==> config.mk <==
export PLATFORM = sky130hd
export DESIGN_NAME = sample_operand_loader
export DESIGN_NICKNAME = d
export VERILOG_FILES = /design/src/rtl/sample_operand_loader.sv
export SDC_FILE = /design/constraint.sdc
export NUM_CORES = 1
export LEC_CHECK = 0
export CAP_MARGIN = 0
export CORE_MARGIN = 10
export CORE_UTILIZATION = 45
export CTS_CLUSTER_SIZE = 14
export DETAILED_ROUTE_END_ITERATION = 7
export PLACE_DENSITY_LB_ADDON = 0.2
export SLEW_MARGIN = 20
export SYNTH_ARGS = -nofsm -noshare
export SYNTH_HDL_FRONTEND = slang
export SYNTH_SLANG_ARGS = --single-unit
==> constraint.sdc <==
create_clock -name clk -period 2.8 [get_ports clk]
set_input_delay 0.56 -clock clk [delete_from_list [all_inputs] [get_ports clk]]
set_output_delay 0.56 -clock clk [all_outputs]
set_load 0.1 [all_outputs]
==> src/rtl/sample_operand_loader.sv <==
// Byte-stream to operand-triple loader with a one-deep output slot and a precomputed a/b/else priority code.
// Optional idle timeout for partial triples is enabled by defining LOADER_TIMEOUT_EN.
module sample_operand_loader #(
    parameter int TIMEOUT = 255
) (
    input  logic       clk,
    input  logic       rst_n,
    input  logic       sync_clr,
    input  logic       in_valid,
    output logic       in_ready,
    input  logic [7:0] in_data,
    output logic       out_valid,
    input  logic       out_ready,
    output logic [7:0] a,
    output logic [7:0] b,
    output logic [7:0] c,
    output logic [1:0] sel,
    output logic [7:0] triple_cnt,
    output logic       err
);

    typedef enum logic [1:0] {S_A, S_B, S_C, S_HOLD} state_t;

    typedef struct packed {
        logic [7:0] a;
        logic [7:0] b;
        logic [7:0] c;
    } triple_t;

    state_t     state, state_n;
    logic [7:0] ra, rb, rc;
    logic       acc, dlv, load, expire;
    triple_t    load_val;

    function automatic logic [1:0] prio(input triple_t t);
        if (t.a != 8'd0)      return 2'd1;
        else if (t.b != 8'd0) return 2'd2;
        else                  return 2'd3;
    endfunction

    assign in_ready = (state != S_HOLD);
    assign acc      = in_valid && in_ready;
    assign dlv      = out_valid && out_ready;

`ifdef LOADER_TIMEOUT_EN
    logic [7:0] idle_cnt;
    logic       idle_hit;
    assign idle_hit = (idle_cnt == 8'(TIMEOUT - 1));
`else
    logic       idle_hit;
    logic       unused_tmo;
    assign idle_hit   = 1'b0;
    assign unused_tmo = ^8'(TIMEOUT);
`endif

    always_comb begin
        state_n  = state;
        load     = 1'b0;
        expire   = 1'b0;
        load_val = '{a: ra, b: rb, c: in_data};
        case (state)
            S_A: if (acc) state_n = S_B;
            S_B: if (acc) state_n = S_C;
            S_C: begin
                if (acc) begin
                    // Slot free or emptying this edge: load straight through, no bubble
                    if (!out_valid || out_ready) begin
                        load    = 1'b1;
                        state_n = S_A;
                    end else begin
                        state_n = S_HOLD;
                    end
                end
            end
            S_HOLD: begin
                load_val = '{a: ra, b: rb, c: rc};
                if (dlv) begin
                    load    = 1'b1;
                    state_n = S_A;
                end
            end
            default: state_n = S_A;
        endcase
        if ((state == S_B || state == S_C) && !acc && idle_hit) begin
            expire  = 1'b1;
            state_n = S_A;
        end
    end

    always_ff @(posedge clk or negedge rst_n) begin
        if (!rst_n)        state <= S_A;
        else if (sync_clr) state <= S_A;
        else               state <= state_n;
    end

    always_ff @(posedge clk or negedge rst_n) begin
        if (!rst_n) begin
            ra <= '0;
            rb <= '0;
            rc <= '0;
        end else if (sync_clr) begin
            ra <= '0;
            rb <= '0;
            rc <= '0;
        end else if (acc) begin
            case (state)
                S_A:     ra <= in_data;
                S_B:     rb <= in_data;
                S_C:     rc <= in_data;
                default: ;
            endcase
        end
    end

    always_ff @(posedge clk or negedge rst_n) begin
        if (!rst_n) begin
            out_valid  <= 1'b0;
            a          <= '0;
            b          <= '0;
            c          <= '0;
            sel        <= 2'd3;
            triple_cnt <= '0;
        end else if (sync_clr) begin
            out_valid  <= 1'b0;
            a          <= '0;
            b          <= '0;
            c          <= '0;
            sel        <= 2'd3;
            triple_cnt <= '0;
        end else begin
            if (dlv) triple_cnt <= triple_cnt + 8'd1;
            if (load) begin
                out_valid <= 1'b1;
                a         <= load_val.a;
                b         <= load_val.b;
                c         <= load_val.c;
                sel       <= prio(load_val);
            end else if (dlv) begin
                out_valid <= 1'b0;
            end
        end
    end

`ifdef LOADER_TIMEOUT_EN
    // Idle count only matters mid-collection; S_A and S_HOLD keep it parked at 0
    always_ff @(posedge clk or negedge rst_n) begin
        if (!rst_n) begin
            idle_cnt <= '0;
            err      <= 1'b0;
        end else if (sync_clr) begin
            idle_cnt <= '0;
            err      <= 1'b0;
        end else begin
            err <= expire;
            if (acc || expire || state_n == S_A || state == S_HOLD)
                idle_cnt <= '0;
            else
                idle_cnt <= idle_cnt + 8'd1;
        end
    end
`else
    assign err = 1'b0;
`endif

endmodule

==> metrics <==
Fmax=between 400 and 500 MHz; Hold Path Class=input port to async pin; core area=approximately 0.0063 mm^2; vias per cell=5.83; worst-case clock buffer depth=2; die height=100 um; Slew headroom=0.524; total power=2.06 mW; Std-Cell Rows=29; starting density of the core=0.461; diodes inserted=0; Final ANT Viol Nets=0; Synth Register Bits=just over 60; IO Port Bufs=48; Ys Warns=0; post-route setup slack=364 ps; H-tree levels=3; crit path max fanout=22; endpoints failing hold=0; Post-CTS Setup Bufs=0; CP Capture Type=output pin; final period utilization=0.870; CTS root buffer=clkbuf_8; initial antenna violation count=0; status=complete, no violations; total grt overflow=0; final wirelength=~7400 um; vias after detailed routing=2355; Tightest Pin Transition=714 ps; Post-CTS Resized=0; RSZ-0062 raised after global routing=false; Distinct cells, synth=35; synthesized area per cell=10.3 um^2; hold buffer count at CTS=0; first-pass GRT wire length=12400 um; CTS tree=built; DP Wirelength=between 5000 and 6000 um; largest net degree at the start of global routing=34; wire per inst=between 15 and 20 um; area delta synth->final=22.4%; nets=roughly 340; clk_lat worst skew=~340 ps; Sink Count=just over 60; Max-Cap Viols=0; Max Slew Vio Count=0; Synth Cell Area=about 0.0029 mm^2; fin crit period=roughly 2400 ps; drc violations=0; CP Launch Type=flip-flop; Pwr Density=between 500 and 600 mW/mm^2; die area=0.0101 mm^2; routability cong.=just over 0.8; clock transition at the registers of the reported paths=~70 ps; Setup Crit Path Kind=flip-flop to output pin; initial drt markers=about 180; Die W=100 um; prevailing post-synth register cell=dfrtp_1; VDD IR max=332 uV; IO Pins=50; Post-synth EDFFs=0; vias in the first global route=around 2400; Post-Syn Nets=around 300; Pre-Repair DR Iteration Count=4; Cells after Synth=282; setup tns final=0 ps; Critical Path AT=around 1900 ps; Req. time, crit path=approximately 2200 ps; Async S/R FF share, synth=1.00; skew final=around 6.8 ps; number of CTS-inserted buffers=9; Seq/Total Area, Yosys=0.526; P_leak=~1.7 nW; layout cells sized above 1=0.211; final setup vio count=0; GRT Util Overall=0.151; dpl ws=roughly 470 ps
## synth_stat cells, types with 2 or more instances
cell type / count / area (um^2)
buf_2: 10 / 50.1
dfrtp_1: 59 / 1480
o21ai_0: 6 / 30.0
mux2i_1: 24 / 240
buf_4: 5 / 37.5
a31oi_1: 8 / 50.1
dfstp_2: 2 / 52.6
buf_1: 2 / 7.51
nand3b_1: 2 / 15.0
clkbuf_1: 10 / 37.5
a21oi_1: 26 / 130
a311oi_1: 9 / 78.8
nor4_1: 5 / 31.3
xor2_1: 2 / 17.5
inv_1: 2 / 7.51
nand4_1: 17 / 106
nand2_1: 16 / 60.1
nand3_1: 14 / 70.1
nor2_1: 26 / 97.6
o31ai_1: 18 / 135
or3_1: 4 / 25.0
o211ai_1: 2 / 15.0
## worst max-delay path: stages, from the launching register on
cell and delay (ps):
dfrtp_1 800, nand2_1 430, buf_12 290
## through the flow
stage / area [um^2] / utilization / std cells / hold WS, ps
after global routing: 3560 / 0.564 / 404 / 291
after CTS: 3560 / 0.564 / 404 / 284
after detailed placement: 3330 / 0.528 / 388 / 516
final: 3560 / 0.564 / 404 / 260
after global placement: 3330 / 0.528 / 388 / 505
after floorplan: 2910 / - / 282 / 264
## registers in the layout (all words and copies together) (netlist names), 8 cells and up
register,flops
ra,8
rc,8
rb,8
b,8
c,8
triple_cnt,8
a,8
## area by class of cell
class / instances / area, um^2
tap: 77 / 96.3
sequential: 61 / 1530
timing repair buffer: 57 / 473
clock buffer: 12 / 155
inverter: 3 / 11.3
multi-input combinational: 190 / 1220
fill: 600 / 2760
clock inverter: 4 / 70.1
## logic make-up (layout without fill, tap and decap cells)
family / Yosys count / after routing / synth area share
xor gates and xnor gates: 2 / 2 / 0.00603
AOI/OAI and AO/OA: 70 / 70 / 0.154
adders and majority gates: 1 / 1 / 0.00430
buffers and inverters: 31 / 76 / 0.0534
muxes: 26 / 26 / 0.0955
and+or+nand+nor: 90 / 90 / 0.160
DFF: 61 / 61 / 0.526
other: 1 / 1 / 0.00129
## metal layers
metal | wire length (um) | vias to the layer above | global-route usage | share of wire
met5 | 0 | - | 0 | 0
met4 | 54 | 0 | 0.0283 | 0.0073
met3 | 417 | 7 | 0.0618 | 0.057
met2 | 3590 | 54 | 0.237 | 0.49
li1 | - | 1126 | - | -
met1 | 3290 | 1168 | 0.191 | 0.45
## path summary, 6_finish.rpt
check                                     start  slack (ps)  cells after the start                  to
setup / recovery           state[1]$_DFFE_PN0P_         360                      2            in_ready
hold / removal                            rst_n         260                      1    c[4]$_DFFE_PN0P_
setup reg to reg           state[1]$_DFFE_PN0P_         710                      3    c[3]$_DFFE_PN0P_
hold reg to reg               rc[7]$_DFFE_PN0P_         530                      2   rc[7]$_DFFE_PN0P_
max in group asynchronous                 rst_n        1840                      2  sel[1]$_DFFE_PN1P_
min in group clk              rc[7]$_DFFE_PN0P_         530                      2   rc[7]$_DFFE_PN0P_
## power breakdown
| part | switching, mW | total, mW | internal, mW |
|---|---|---|---|
| Combinational | 0.169 | 0.242 | 0.0734 |
| Clock | 0.339 | 0.886 | 0.547 |
| Sequential | 0.0237 | 0.927 | 0.904 |
| Total | 0.532 | 2.06 | 1.52 |
## cells in the final DEF (no fill, tap or decap), drive strengths merged, types with 2 or more instances in the layout
master and n:
nand2 16, nand3 14, xor2 2, dfrtp 59, clkinv 2, clkdlybuf4s50 10, nand3b 2, a31oi 8
o211ai 2, buf 47, clkbuf 12, dfstp 2, a311oi 9, inv 3, o21ai 6, a21oi 26
o31ai 18, nand4 18, nor2 26, nor4 5, bufinv 2, mux2i 25, or3 4
Note: power is estimated with default switching activity, not from simulation.
